`src/rtl/sd_host_dat_rx.sv`:
```
// ---------------------------------------------------------------------------
// sd_host_dat_rx
//
// Host-side receiver for one SD data block on DAT0 in 1-bit bus mode.
// After an arm pulse it waits for the start bit, shifts in BLK_BYTES data
// bytes MSB first, checks the trailing CRC16-CCITT and the end bit, then
// reports completion with a one-cycle done strobe.
//
// Handshake: rx_valid is a one-cycle strobe that qualifies rx_byte. There is
// no ready input. The consumer must take the byte in the cycle rx_valid is
// high, and rx_byte holds its value until the next strobe.
//
// Parameters
//   BLK_BYTES   : data bytes per block (1..2048)
//   TIMEOUT_CYC : cycles with dat_in=1 tolerated while waiting for start bit
//                 (2..65535)
//
// Ports
//   clk         : clock, rising edge
//   rst         : asynchronous active-high reset
//   arm         : pulse, starts reception of one block (only accepted in IDLE)
//   abort       : pulse, cancels reception in any state (wins over all else)
//   dat_in      : sampled DAT0 line
//   rx_byte     : received data byte
//   rx_valid    : strobe qualifying rx_byte
//   busy        : high whenever the FSM is not in IDLE
//   done        : one-cycle strobe at the end of a block
//   crc_err     : CRC mismatch of the last block, held until the next arm
//   end_err     : end bit was 0 in the last block, held until the next arm
//   timeout     : one-cycle strobe, no start bit arrived in time
//   o_dbg_state : current FSM state encoding for observation
// ---------------------------------------------------------------------------
module sd_host_dat_rx #(
    parameter int BLK_BYTES   = 512,
    parameter int TIMEOUT_CYC = 1024
) (
    input  logic       clk,
    input  logic       rst,
    input  logic       arm,
    input  logic       abort,
    input  logic       dat_in,
    output logic [7:0] rx_byte,
    output logic       rx_valid,
    output logic       busy,
    output logic       done,
    output logic       crc_err,
    output logic       end_err,
    output logic       timeout,
    output logic [2:0] o_dbg_state
);

    typedef enum logic [2:0] {
        IDLE       = 3'd0,
        WAIT_START = 3'd1,
        DATA       = 3'd2,
        CRC        = 3'd3,
        END        = 3'd4,
        DONE       = 3'd5
    } state_t;

    localparam logic [11:0] BYTE_LAST = 12'(BLK_BYTES - 1);
    localparam logic [15:0] TMO_LAST  = 16'(TIMEOUT_CYC - 1);
    localparam logic [15:0] CRC_POLY  = 16'h1021;

    state_t      r_state;
    state_t      w_next;

    logic [15:0] r_timer;
    logic [11:0] r_byte_cnt;
    logic [3:0]  r_bit_cnt;     // low 3 bits index data bits, all 4 index CRC bits
    logic [6:0]  r_shift;
    logic [15:0] r_crc;
    logic        r_crc_bad;
    logic [7:0]  r_rx_byte;
    logic        r_rx_valid;
    logic        r_crc_err;
    logic        r_end_err;
    logic        r_timeout;

    logic        w_arm_ok;
    logic        w_byte_done;
    logic        w_timeout_hit;
    logic [15:0] w_crc_next;

    // ------------------------------------------------------------------
    // Next-state logic
    // ------------------------------------------------------------------
    always_comb begin
        w_next        = r_state;
        w_arm_ok      = 1'b0;
        w_byte_done   = 1'b0;
        w_timeout_hit = 1'b0;

        case (r_state)
            IDLE: begin
                if (arm) begin
                    w_next   = WAIT_START;
                    w_arm_ok = 1'b1;
                end
            end
            WAIT_START: begin
                if (!dat_in) begin
                    w_next = DATA;
                end else if (r_timer == TMO_LAST) begin
                    w_next        = IDLE;
                    w_timeout_hit = 1'b1;
                end
            end
            DATA: begin
                if (r_bit_cnt[2:0] == 3'd7) begin
                    w_byte_done = 1'b1;
                    if (r_byte_cnt == BYTE_LAST) begin
                        w_next = CRC;
                    end
                end
            end
            CRC: begin
                if (r_bit_cnt == 4'd15) begin
                    w_next = END;
                end
            end
            END:     w_next = DONE;
            DONE:    w_next = IDLE;
            default: w_next = IDLE;
        endcase

        // abort overrides arm, timeout and every completion event
        if (abort) begin
            w_next        = IDLE;
            w_arm_ok      = 1'b0;
            w_byte_done   = 1'b0;
            w_timeout_hit = 1'b0;
        end
    end

    // Serial CRC16-CCITT step for the bit currently on dat_in
    assign w_crc_next = {r_crc[14:0], 1'b0} ^ ({16{r_crc[15] ^ dat_in}} & CRC_POLY);

    // ------------------------------------------------------------------
    // State register
    // ------------------------------------------------------------------
    always_ff @(posedge clk or posedge rst) begin
        if (rst) begin
            r_state <= IDLE;
        end else begin
            r_state <= w_next;
        end
    end

    // ------------------------------------------------------------------
    // Datapath
    // ------------------------------------------------------------------
    always_ff @(posedge clk or posedge rst) begin
        if (rst) begin
            r_timer    <= '0;
            r_byte_cnt <= '0;
            r_bit_cnt  <= '0;
            r_shift    <= '0;
            r_crc      <= '0;
            r_crc_bad  <= 1'b0;
            r_rx_byte  <= '0;
            r_rx_valid <= 1'b0;
            r_crc_err  <= 1'b0;
            r_end_err  <= 1'b0;
            r_timeout  <= 1'b0;
        end else begin
            r_rx_valid <= 1'b0;
            r_timeout  <= w_timeout_hit;

            if (w_arm_ok) begin
                r_timer    <= '0;
                r_byte_cnt <= '0;
                r_bit_cnt  <= '0;
                r_crc      <= '0;
                r_crc_bad  <= 1'b0;
                r_crc_err  <= 1'b0;
                r_end_err  <= 1'b0;
            end

            if (!abort) begin
                case (r_state)
                    WAIT_START: begin
                        if (!dat_in) begin
                            r_timer <= '0;
                        end else begin
                            r_timer <= r_timer + 16'd1;
                        end
                    end
                    DATA: begin
                        r_shift   <= {r_shift[5:0], dat_in};
                        r_crc     <= w_crc_next;
                        r_bit_cnt <= {1'b0, r_bit_cnt[2:0] + 3'd1};
                        if (w_byte_done) begin
                            r_rx_byte  <= {r_shift, dat_in};
                            r_rx_valid <= 1'b1;
                            r_byte_cnt <= r_byte_cnt + 12'd1;
                        end
                    end
                    CRC: begin
                        // Shift the computed CRC out MSB first against the line
                        r_bit_cnt <= r_bit_cnt + 4'd1;
                        r_crc     <= {r_crc[14:0], 1'b0};
                        if (dat_in != r_crc[15]) begin
                            r_crc_bad <= 1'b1;
                        end
                    end
                    END: begin
                        r_end_err <= ~dat_in;
                        r_crc_err <= r_crc_bad;
                    end
                    default: begin
                    end
                endcase
            end
        end
    end

    assign rx_byte     = r_rx_byte;
    assign rx_valid    = r_rx_valid;
    assign busy        = (r_state != IDLE);
    assign done        = (r_state == DONE);
    assign crc_err     = r_crc_err;
    assign end_err     = r_end_err;
    assign timeout     = r_timeout;
    assign o_dbg_state = r_state;

endmodule
```
`config.mk`:
```
export PLATFORM = sky130hd
export DESIGN_NAME = sd_host_dat_rx
export DESIGN_NICKNAME = d
export VERILOG_FILES = /design/src/rtl/sd_host_dat_rx.sv
export SDC_FILE = /design/constraint.sdc
export NUM_CORES = 1
export LEC_CHECK = 0
export CORE_MARGIN = 2
export CORE_UTILIZATION = 50
export CTS_BUF_LIST = sky130_fd_sc_hd__clkbuf_8
export DETAILED_ROUTE_END_ITERATION = 7
export PLACE_DENSITY = 0.8
export SLEW_MARGIN = 20
export SYNTH_ARGS = -nofsm -noshare
export SYNTH_HDL_FRONTEND = slang
export SYNTH_SLANG_ARGS = --single-unit
```
`constraint.sdc`:
```
create_clock -name clk -period 3.1 [get_ports clk]
set_clock_uncertainty 0.2 [all_clocks]
set_input_delay 0.62 -clock clk [delete_from_list [all_inputs] [get_ports clk]]
set_output_delay 0.62 -clock clk [all_outputs]
set_load 0.01 [all_outputs]
```
==> results.md <==
- VDD IR-drop max: 0.417 mV
- Setup TNS: 0 ns
- Slew margin rel.: 44.4%
- Antenna diodes: 0
- Syn Nets: 355
- Async SR Flop Fraction: 100%
- Fin. max-slew vios: 0
- CP Launch Type: register
- Layout cells sized above 1: 10.1%
- Flop pwr share: 48.5%
- Mean Syn Cell Area: 9.49 um2
- # rows: 29
- Fmax: 0.371 GHz
- TritonCTS clock tree: built
- Post-CTS Setup Inserts: 0
- CTS Buf Count: 9
- Clk root buf: clkbuf_8
- CTS H-Tree Depth: 3
- Port-buffer cells: 21
- Internal power: 1.52 mW
- Min setup slack post-route: 0.402 ns
- Core Box Area: 6350 um2
- Horiz. Die Dim: 85.1 um
- DR vias/cell: 5.67
- Vias after detailed routing: 2564
- DR pass1 iterations: 5
- Clock Latency Late Sink: 0.34 ns
- Nets: 379
- Clock sinks: 71
- Die ar.: 7230 um2
- Synth top area cells: dfrtp_1 54%, nand2_1 8.2%, o21ai_0 5.8%
- Gr usage total: 20.0%
- Remaining DRCs: 0
- PwrDens: 568 nW/um2
- CTS max path bufs: 2
- Final wirelength: 6.56 mm
- Hold WC Path Type: register to register
- Clock power share: 32.8%
- Detailed Place HPWL: 4.44 mm
- Antenna violations before repair: 0
- Critical Path Fanout Max: 14
- Register area share after synthesis: 54.1%
- Slew @ Worst Pin: 0.828 ns
- CTS clock-pin slew for the worst setup and hold paths: 0.08 ns
- Setup CP Type: register to output port
- Top cells by count, synth: 72 x nand2_1, 71 x dfrtp_1, 38 x o21ai_0
- First-pass GRT wire length: 11.5 mm
- Antenna-violating nets left: 0
- Yosys top cell area share: 54.1%
- Largest net degree at the start of global routing: 38
- Die Ht: 85.1 um
- EDFF count, synth: 0
- Initial core utilization: 51.7%
- Filler cells: 512
- Gates resized, CTS repair: 0
- Arr. time, crit path: 1.88 ns
- Post-DR wirelength/cell: 14.5 um
- Vias in the first global route: 2422
- GRT overflow: 0
- Count leader, synth: nand2_1
- Worst slack, placed: 0.299 ns
- Post-synth top area cell: dfrtp_1
- Max-capacitance violation count: 0
- Number of hold buffers added after cts: 0
- Tcrit/Tclk final: 87.0%
- Ys Warns: 0
- Run status: complete, no violations
- Primary FF master, synth: dfrtp_1
- Layout area overhead: 15.5%
- Routability Congestion: 0.790
- Switching share of power: 29.3%
- Post-layout minimum cycle time: 2.70 ns
- RSZ-0062 raised after global routing: false
- Gate power share: 18.7%
- I/O pins: 22
- Synth unique cells: 41
- CP Capture Type: output port
- Worst Path Required: 2.28 ns
- #FFs+latches synth: 71
- Cells after Synth: 346
- Final setup fails: 0
- Final-report hold violation count: 0
- Mapped Area: 3280 um2
- 1st-iter DRT viols: 206
- Static Leak: 1.79 nW
- Net Switching: 0.632 mW
metal layers:
layer / global-route usage, % / vias to the layer above / share of wire (%)
met3: 3.89 / 11 / 3.3
met2: 29.8 / 41 / 46
met4: 9.52 / 0 / 2.6
li1: - / 1271 / -
met5: 0 / - / 0
met1: 28.2 / 1241 / 48
metrics by stage:
stage	instances	utilization, %	hold WS (ns)	total power [mW]	area, um2
finish	452	59.8	0.268	2.16	3790
global placement	436	56.8	0.249	1.45	3600
global route	452	59.8	0.290	2.26	3790
floorplan	346	-	0.235	1.33	3280
CTS	452	59.8	0.271	2.17	3790
detailed placement	436	56.8	0.254	1.47	3600
power by group through the flow:
stage / Clock [mW] / Sequential, mW / Combinational, mW
2_1_floorplan: 0 / 1.06 / 0.271
3_3_place_gp: 0 / 1.06 / 0.395
3_5_place_dp: 0 / 1.06 / 0.403
4_1_cts: 0.720 / 1.04 / 0.407
5_1_grt: 0.753 / 1.05 / 0.450
6_report: 0.708 / 1.04 / 0.404
worst max-delay path, cell delays in order (launching register included):
cell and delay, ns:
dfrtp_1 0.54, nor2b_1 0.30, and2_1 0.17, clkdlybuf4s50_1 0.53
layout by cell type, fill, tap and decap left out, types with 2 or more instances in the layout:
| master | instances |
|---|---|
| nand2_1 | 72 |
| dfrtp_1 | 71 |
| o21ai_0 | 38 |
| nand3_1 | 35 |
| clkdlybuf4s50_1 | 21 |
| nor2_1 | 12 |
| nand4_1 | 10 |
| clkbuf_8 | 9 |
| mux2_2 | 8 |
| buf_4 | 8 |
| inv_1 | 7 |
| a31oi_1 | 6 |
| and3_1 | 6 |
| a21oi_1 | 6 |
| nor3_1 | 5 |
| nor2b_1 | 5 |
| or3_1 | 5 |
| xnor2_1 | 4 |
| xor2_1 | 4 |
| ha_1 | 4 |
| nor4_1 | 3 |
| and2_1 | 3 |
| o31ai_1 | 3 |
| inv_2 | 2 |
| and4_1 | 2 |
| o211ai_1 | 2 |
| nand2b_1 | 2 |
| a22o_1 | 2 |
| mux2i_1 | 2 |
| clkinvlp_4 | 2 |
kinds of logic after synthesis:
logic type      after synthesis  synth area share, %
xor+xnor                      8                 2.13
simple gates                166                 24.9
mux                          10                 3.35
compound gates               63                 11.2
fa+ha+maj                     4                 1.52
buf+inv                      24                 2.82
flops                        71                 54.1
final cells by class:
type	instances	area [um2]	area share, %
clock buffer	9	124	3.26
multi-input combinational	251	1420	37.3
inverter	7	26.3	0.692
sequential	71	1780	46.8
clock inverter	7	66.3	1.75
tap	77	96.3	2.54
timing repair buffer	30	290	7.65
registers in the layout (all words and copies together), names as in the netlist:
signal and count:
r_crc 16, r_timer 16, r_byte_cnt 12, rx_byte 8
r_shift 7, r_bit_cnt 4, o_dbg_state 3, crc_err 1
end_err 1, r_crc_bad 1, rx_valid 1, timeout 1
final timing paths:
kind                                            startpoint                        to  slack [ns]  cells past startpoint
worst max register to register  o_dbg_state[1]$_DFFE_PP0P_  r_byte_cnt[10]$_DFF_PP0_        0.80                      6
max in group asynchronous                              rst         end_err$_DFF_PP0_        1.74                      3
worst min-delay path                    r_crc[7]$_DFF_PP0_        r_crc[8]$_DFF_PP0_        0.27                      2
min in group asynchronous                              rst       r_crc_bad$_DFF_PP0_        0.39                      2
worst min register to register          r_crc[7]$_DFF_PP0_        r_crc[8]$_DFF_PP0_        0.27                      2
worst max-delay path            o_dbg_state[1]$_DFFE_PP0P_                      done        0.40                      3
(Power assumes the default switching activity.)
